**src/rtl/gpr_wb_arbiter.sv**
```systemverilog
// Writeback arbiter: queues ALU and load results in two small FIFOs and merges them
// round-robin onto the single registered GPR write port, exporting a pending-write mask.
module gpr_wb_arbiter #(
    parameter int DEPTH = 2,
    parameter int W     = 32,
    parameter int AW    = 5
) (
    input  logic          clk,
    input  logic          rstn,
    input  logic          alu_valid,
    output logic          alu_ready,
    input  logic [AW-1:0] alu_dst,
    input  logic [W-1:0]  alu_data,
    input  logic          mem_valid,
    output logic          mem_ready,
    input  logic [AW-1:0] mem_dst,
    input  logic [W-1:0]  mem_data,
    output logic [W-1:0]  sin,
    output logic [AW-1:0] sc,
    output logic          sw,
    output logic [31:0]   pending,
    output logic          idle
);

    localparam int PW = $clog2(DEPTH);
    localparam int CW = PW + 1;
    localparam int EW = AW + W;

    // Index 0 is the ALU source, index 1 the load unit.
    logic [EW-1:0] fifo_q [2][DEPTH];
    logic [PW-1:0] wr_ptr_q [2];
    logic [PW-1:0] wr_ptr_d [2];
    logic [PW-1:0] rd_ptr_q [2];
    logic [PW-1:0] rd_ptr_d [2];
    logic [CW-1:0] cnt_q [2];
    logic [CW-1:0] cnt_d [2];
    logic [EW-1:0] in_entry [2];

    logic [1:0]    in_valid, ready, push, pop, not_empty;
    logic          last_mem_q, last_mem_d;
    logic          gnt_alu, gnt_mem;
    logic [EW-1:0] head_entry;
    logic [AW-1:0] head_dst;
    logic          sw_q, sw_d;
    logic [AW-1:0] sc_q, sc_d;
    logic [W-1:0]  sin_q, sin_d;

    assign in_valid    = {mem_valid, alu_valid};
    assign in_entry[0] = {alu_dst, alu_data};
    assign in_entry[1] = {mem_dst, mem_data};

    // Ready comes from occupancy and reset only, so there is no path from valid or pop.
    always_comb begin
        ready     = '0;
        not_empty = '0;
        for (int s = 0; s < 2; s++) begin
            ready[s]     = rstn & (cnt_q[s] != CW'(DEPTH));
            not_empty[s] = (cnt_q[s] != '0);
        end
    end

    assign push      = in_valid & ready;
    assign alu_ready = ready[0];
    assign mem_ready = ready[1];

    assign gnt_alu    = rstn & not_empty[0] & (~not_empty[1] | last_mem_q);
    assign gnt_mem    = rstn & not_empty[1] & ~gnt_alu;
    assign pop        = {gnt_mem, gnt_alu};
    assign head_entry = gnt_alu ? fifo_q[0][rd_ptr_q[0]] : fifo_q[1][rd_ptr_q[1]];
    assign head_dst   = head_entry[EW-1:W];

    always_comb begin
        for (int s = 0; s < 2; s++) begin
            wr_ptr_d[s] = push[s] ? wr_ptr_q[s] + PW'(1) : wr_ptr_q[s];
            rd_ptr_d[s] = pop[s] ? rd_ptr_q[s] + PW'(1) : rd_ptr_q[s];
            cnt_d[s]    = cnt_q[s] + CW'(push[s]) - CW'(pop[s]);
        end
        last_mem_d = gnt_alu ? 1'b0 : (gnt_mem ? 1'b1 : last_mem_q);
    end

    // A consumed r0 entry clears the port instead of holding the previous write.
    always_comb begin
        sw_d  = 1'b0;
        sc_d  = sc_q;
        sin_d = sin_q;
        if (gnt_alu || gnt_mem) begin
            if (head_dst != '0) begin
                sw_d  = 1'b1;
                sc_d  = head_dst;
                sin_d = head_entry[W-1:0];
            end else begin
                sc_d  = '0;
                sin_d = '0;
            end
        end
    end

    always_ff @(posedge clk) begin
        if (!rstn) begin
            for (int s = 0; s < 2; s++) begin
                wr_ptr_q[s] <= '0;
                rd_ptr_q[s] <= '0;
                cnt_q[s]    <= '0;
            end
            last_mem_q <= 1'b1;
            sw_q       <= 1'b0;
            sc_q       <= '0;
            sin_q      <= '0;
        end else begin
            for (int s = 0; s < 2; s++) begin
                wr_ptr_q[s] <= wr_ptr_d[s];
                rd_ptr_q[s] <= rd_ptr_d[s];
                cnt_q[s]    <= cnt_d[s];
            end
            last_mem_q <= last_mem_d;
            sw_q       <= sw_d;
            sc_q       <= sc_d;
            sin_q      <= sin_d;
        end
    end

    always_ff @(posedge clk) begin
        for (int s = 0; s < 2; s++) begin
            if (push[s]) fifo_q[s][wr_ptr_q[s]] <= in_entry[s];
        end
    end

    // Walk only the occupied slots, starting from each head.
    always_comb begin
        pending = '0;
        for (int s = 0; s < 2; s++) begin
            for (int k = 0; k < DEPTH; k++) begin
                if (CW'(k) < cnt_q[s])
                    pending[fifo_q[s][rd_ptr_q[s] + PW'(k)][EW-1:W]] = 1'b1;
            end
        end
        if (sw_q) pending[sc_q] = 1'b1;
        pending[0] = 1'b0;
        if (!rstn) pending = '0;
    end

    assign sw   = sw_q;
    assign sc   = sc_q;
    assign sin  = sin_q;
    assign idle = (cnt_q[0] == '0) && (cnt_q[1] == '0) && !sw_q;

endmodule

```
**config.mk**
```make
export PLATFORM = sky130hd
export DESIGN_NAME = gpr_wb_arbiter
export DESIGN_NICKNAME = d
export VERILOG_FILES = /design/src/rtl/gpr_wb_arbiter.sv
export SDC_FILE = /design/constraint.sdc
export NUM_CORES = 1
export LEC_CHECK = 0
export CAP_MARGIN = 20
export CELL_PAD_IN_SITES_DETAIL_PLACEMENT = 1
export CELL_PAD_IN_SITES_GLOBAL_PLACEMENT = 1
export CORE_UTILIZATION = 30
export CTS_BUF_LIST = sky130_fd_sc_hd__clkbuf_4 sky130_fd_sc_hd__clkbuf_8
export DETAILED_ROUTE_END_ITERATION = 7
export PLACE_DENSITY = 0.7
export SLEW_MARGIN = 5
export SYNTH_ARGS = -nofsm -noshare
export SYNTH_HDL_FRONTEND = slang
export SYNTH_SLANG_ARGS = --single-unit
export TNS_END_PERCENT = 20
```
**constraint.sdc**
```tcl
create_clock -name clk -period 8.75 [get_ports clk]
set_input_delay 1.3125 -clock clk [delete_from_list [all_inputs] [get_ports clk]]
set_output_delay 1.3125 -clock clk [all_outputs]
set_load 0.03 [all_outputs]
```
# ---- After elaboration in Yosys (flattened, before gate mapping)
# Memories as Yosys holds them, arrays and structs flattened.
# Cells that the tools add are included.
dict set report totals {
  register_bits 39
  ram_bits 156
  input_bits 78
  output_inout_bits 73
  word_cells 138
  memories 4
}
# name words word_bits rd rd_clocked_by_memory_dff wr line
set mem_list {}
lappend mem_list {fifo_q 2 74 2 0 2 30} ;# logic [EW-1:0] fifo_q [2][DEPTH];
lappend mem_list {cnt_q 2 2 2 0 2 35} ;# logic [CW-1:0] cnt_q [2];
lappend mem_list {rd_ptr_q 2 1 2 0 2 33} ;# logic [PW-1:0] rd_ptr_q [2];
lappend mem_list {wr_ptr_q 2 1 2 0 2 31} ;# logic [PW-1:0] wr_ptr_q [2];
dict set report op_classes {
  addsub 8
  order_cmp 22
  eq_ne 2
  mux 54
  bitwise_logic 26
  n_reduce_logical 18
}
# cell count
set op_table {}
lappend op_table {{$mux W37} 15}
lappend op_table {{$mux W32} 7}
lappend op_table {{$mux W74} 2}
lappend op_table {{$or A32 B32 Y32} 4}
lappend op_table {{$demux W37 S1} 2}
lappend op_table {{$lt A5 B6 Y1 const B} 5}
lappend op_table {{$demux W1 S5} 5}
lappend op_table {{$ge A5 B1 Y1 const B} 5}
lappend op_table {{$mux W1} 20}
lappend op_table {{$ge A2 B2 Y1 const B} 6}
lappend op_table {{$not A1 Y2} 6}
lappend op_table {{$logic_and A1 B1 Y1} 9}
lappend op_table {{$lt A1 B2 Y1 const A} 4}
lappend op_table {{$or A1 B1 Y1} 7}
lappend op_table {{$and A1 B1 Y1} 6}
lappend op_table {{$reduce_bool A2 Y1} 3}
lappend op_table {{$mux W5} 1}
lappend op_table {{$reduce_bool A5 Y1} 1}
lappend op_table {{$add A1 B1 Y1 const B} 4}
lappend op_table {{$add A2 B1 Y2} 2}
lappend op_table {{$logic_not A2 Y1} 2}
lappend op_table {{$lt A2 B1 Y1 const B} 2}
lappend op_table {{$mux W2} 2}
lappend op_table {{$ne A2 B2 Y1 const B} 2}
lappend op_table {{other kinds (6)} 8}

# ---- Logic depth before layout (Yosys ltp)
dict set report logic_depth {
  ltp_word 18
  depth_mapped 10
  depth_no_buf 8
}

# ---- Worst setup path before layout
# Ideal clock, no wire load.
dict set report synth_path {
  path_type {input-to-reg}
  start {input port rstn}
  end {memory fifo_q[0][0] (netlist name), enable pin}
  setup_ns 0.431
  arrival_ns 3.353
  required_ns 8.319
  setup_slack_ns 4.966
  path_stages 3
  path_buffers 1
  cell_sequence {clkbuf_1 -> o211ai_1 -> nor2_1}
}
# item line
set synth_lines {}
lappend synth_lines {{start, declared} 9} ;# input logic rstn,
lappend synth_lines {{end, declared} 30}

==> results.py <==
metrics = {
    "timing": {
        "rsz0062_at_grt": "no",
        "finalSetupViolCount": 0,
        "finalClockSkew_ns": 0.0192,
        "slew_violations": 0,
        "finalHoldViolations": 0,
        "fmax_mhz": 200,
        "period_share": 0.570,
        "final.min_clock_period_ns": 4.99,
        "worst_pin_slew_ns": 1.10,
        "slew-limit-headroom": 0.264,
        "fin_setup_tns_ns": 0,
    },
    "placement": {
        "placed_area_um2": 11100,
        "port-buffer-count": 149,
        "gp_congestion": 0.878,
        "dp_hpwl_mm": 18.8,
        "place_inst": 1224,
    },
    "floorplanning": {
        "core_area_um2": 30600,
        "die_y_um": 178,
        "initial_core_util": 0.305,
        "ios": 151,
        "die_w_um": 178,
        "rows": 64,
        "die_area_um2": 31800,
    },
    "logic_synthesis": {
        "seq_area_frac_synth": 0.578,
        "synth_seq_cells": 195,
        "synth-main-ff-cell": "edfxtp_1",
        "synth_area_um2": 9320,
        "synth-simple-area-share": 0.0909,
        "yosys.area_share.adder": 0.00537,
        "synth_edf_count": 148,
        "ys_top_cells_by_area": "edfxtp_1 48%, mux2i_1 11%, dfxtp_1 10%",
        "synth_top_family_by_area": "compound AO/OA/AOI/OAI gates",
        "synth_cell_type_count": 62,
        "async_flop_share": 0,
        "synth_nets": 811,
        "syn_avg_cell_area_um2": 12.8,
        "synthMuxAreaShare": 0.110,
        "ys.warnings.count": 0,
        "synth_top_area_frac": 0.477,
        "synth_compound_gate_area_share": 0.165,
        "synthXorXnorAreaFrac": 0.00752,
        "netlist.top_cell.by_area": "edfxtp_1",
        "netlist_instances": 729,
    },
    "setup_path": {
        "critical_path_class": "register to output pin",
        "path_cells": "nor2b_1, a2bb2oi_1, o32ai_1, o31a_1, clkdlybuf4s50_1",
        "arrival_ns": 3.68,
        "crit_fanout": 78,
        "crit_slowest_cell": "dfxtp_4",
        "startpoint_type": "register",
        "crit_family": "compound AO/OA/AOI/OAI gates",
        "path_buf_inv": 1,
        "cp.required_ns": 7.44,
        "end_kind": "output pin",
        "cpPeakStageDelay_ns": 1.09,
    },
    "global_route": {
        "grt-ovfl-total": 0,
        "grtUsageTotal": 0.181,
        "grt_antenna_before_repair": 2,
        "grt_start_max_net_pins": 79,
        "grt_pass1_vias": 7064,
        "grt_first_pass_wirelength_mm": 42.7,
    },
    "run_status": {
        "status": "completed",
    },
    "routing": {
        "dr.pass1.iters": 5,
        "routed_via_density": 5.52,
        "wl_mm": 28.6,
        "ant_nets": 0,
        "drc": 0,
        "vias": 6938,
        "wl_per_cell_um": 22.8,
        "drtIter0Drc": 484,
    },
    "layout": {
        "fin_area_um2": 11500,
        "synthToLayoutAreaGrowth_pct": 23.1,
        "multi_input_area_um2": 3570,
        "layout.nets": 929,
        "final_common_cell": "clkdlybuf4s50_1",
        "final_cells": 1256,
        "fill_cells": 3275,
        "layout_common_cells": "149 x clkdlybuf4s50_1, 148 x edfxtp_1, 98 x mux2i_1, 45 x dfxtp_1, 39 x nor3_1",
        "drive_above_1_share": 0.0744,
        "regArea_um2": 5390,
        "antenna_cells": 0,
    },
    "clock_network": {
        "cts_made_buffers": 17,
        "insertion_delay_ns": 0.47,
        "ctsHtreeMaxLevel": 4,
        "cts_root_buf": "clkbuf_8",
        "cts_hold_buf": 0,
        "clockBufferDepth": 2,
        "ctsResizeCount": 0,
        "cts.clk_slew.worst_paths_ns": 0.09,
        "cts_sinks": 195,
        "cts_tree": "yes",
        "postCtsSetupBuffers": 0,
    },
    "power": {
        "p_total_mw": 2.87,
        "power.density_nw_per_um2": 250,
        "ir_drop_uv": 126,
        "power.leakage_nw": 3.68,
    },
    "hold_path": {
        "hp-class": "register to register",
    },
    "run": {
        "drv_cap": 0,
    },
}
## flip-flops by register name, summed over array words and instances (netlist names)
name,count
last_mem_q,1
rd_ptr_q,2
sw,1
wr_ptr_q,2
fifo_q,148
sin,32
cnt_q,4
sc,5
## path summary, 6_finish.rpt
| path | cells after the start | endpoint | slack, ns | startpoint |
|---|---|---|---|---|
| worst max-delay path | 5 | pending[13] | 3.76 | rd_ptr_q[0][0] |
| worst min-delay path | 1 | sin[11] | 0.48 | sin[11] |
| worst max register to register | 5 | sin[18] | 6.06 | rd_ptr_q[0][0] |
| worst min register to register | 1 | sin[11] | 0.48 | sin[11] |
## power breakdown
part / switching, mW / internal, mW / leakage (nW) / total [mW]
logic: 0.595 / 0.415 / 1.74 / 1.01
clock network: 0.322 / 0.237 / 0.193 / 0.559
registers: 0.176 / 1.12 / 1.75 / 1.30
## synth_stat cells, drive strengths merged (6+ instances only)
cell type    n
edfxtp     148
mux2i       99
dfxtp       47
buf         39
nor3        39
o22ai       36
o31a        34
a32o        32
nor2        29
o32ai       22
clkbuf      21
inv         20
nand2       19
a21oi       14
a31oi       12
o21ai        9
nor2b        7
nor3b        7
o211ai       7
a32oi        6
and3b        6
nor4b        6
xnor2        6
## metrics by stage
stage                     hold slack [ns]   util  setup slack [ns]
after floorplan                     0.514      -              4.97
after global placement              0.448  0.363              3.80
after detailed placement            0.455  0.363              3.81
after CTS                           0.483  0.375              3.74
after global routing                0.488  0.375              3.52
final                               0.475  0.375              3.76
## layer usage
| metal | GRT usage | part of all wire |
|---|---|---|
| met1 | 0.228 | 0.44 |
| met2 | 0.306 | 0.48 |
| met3 | 0.0439 | 0.065 |
| met4 | 0.0519 | 0.015 |
| met5 | 0 | 0.00087 |
## cell families (layout without fill, tap and decap cells)
logic type	after synthesis	after routing
compound gates	190	190
simple gates	150	150
fa+ha+maj	4	4
flops	195	195
mux	101	101
buf+inv	80	211
other cells	1	1
xor+xnor	8	8
## worst reg2reg max path, cell delays in order (launching register included)
cell     delay (ns)
dfxtp_4        1.09
nor3_1         0.20
a21oi_2        0.43
o311a_1        0.24
buf_4          0.43
a32o_1         0.25
## area by class of cell
cell class,instances,area share
sequential,195,0.470
multi-input combinational,454,0.311
inverter,20,0.00654
clock buffer,19,0.0217
clock inverter,13,0.0108
timing repair buffer,159,0.137
tap,396,0.0432
Note: power is estimated with default switching activity, not from simulation.
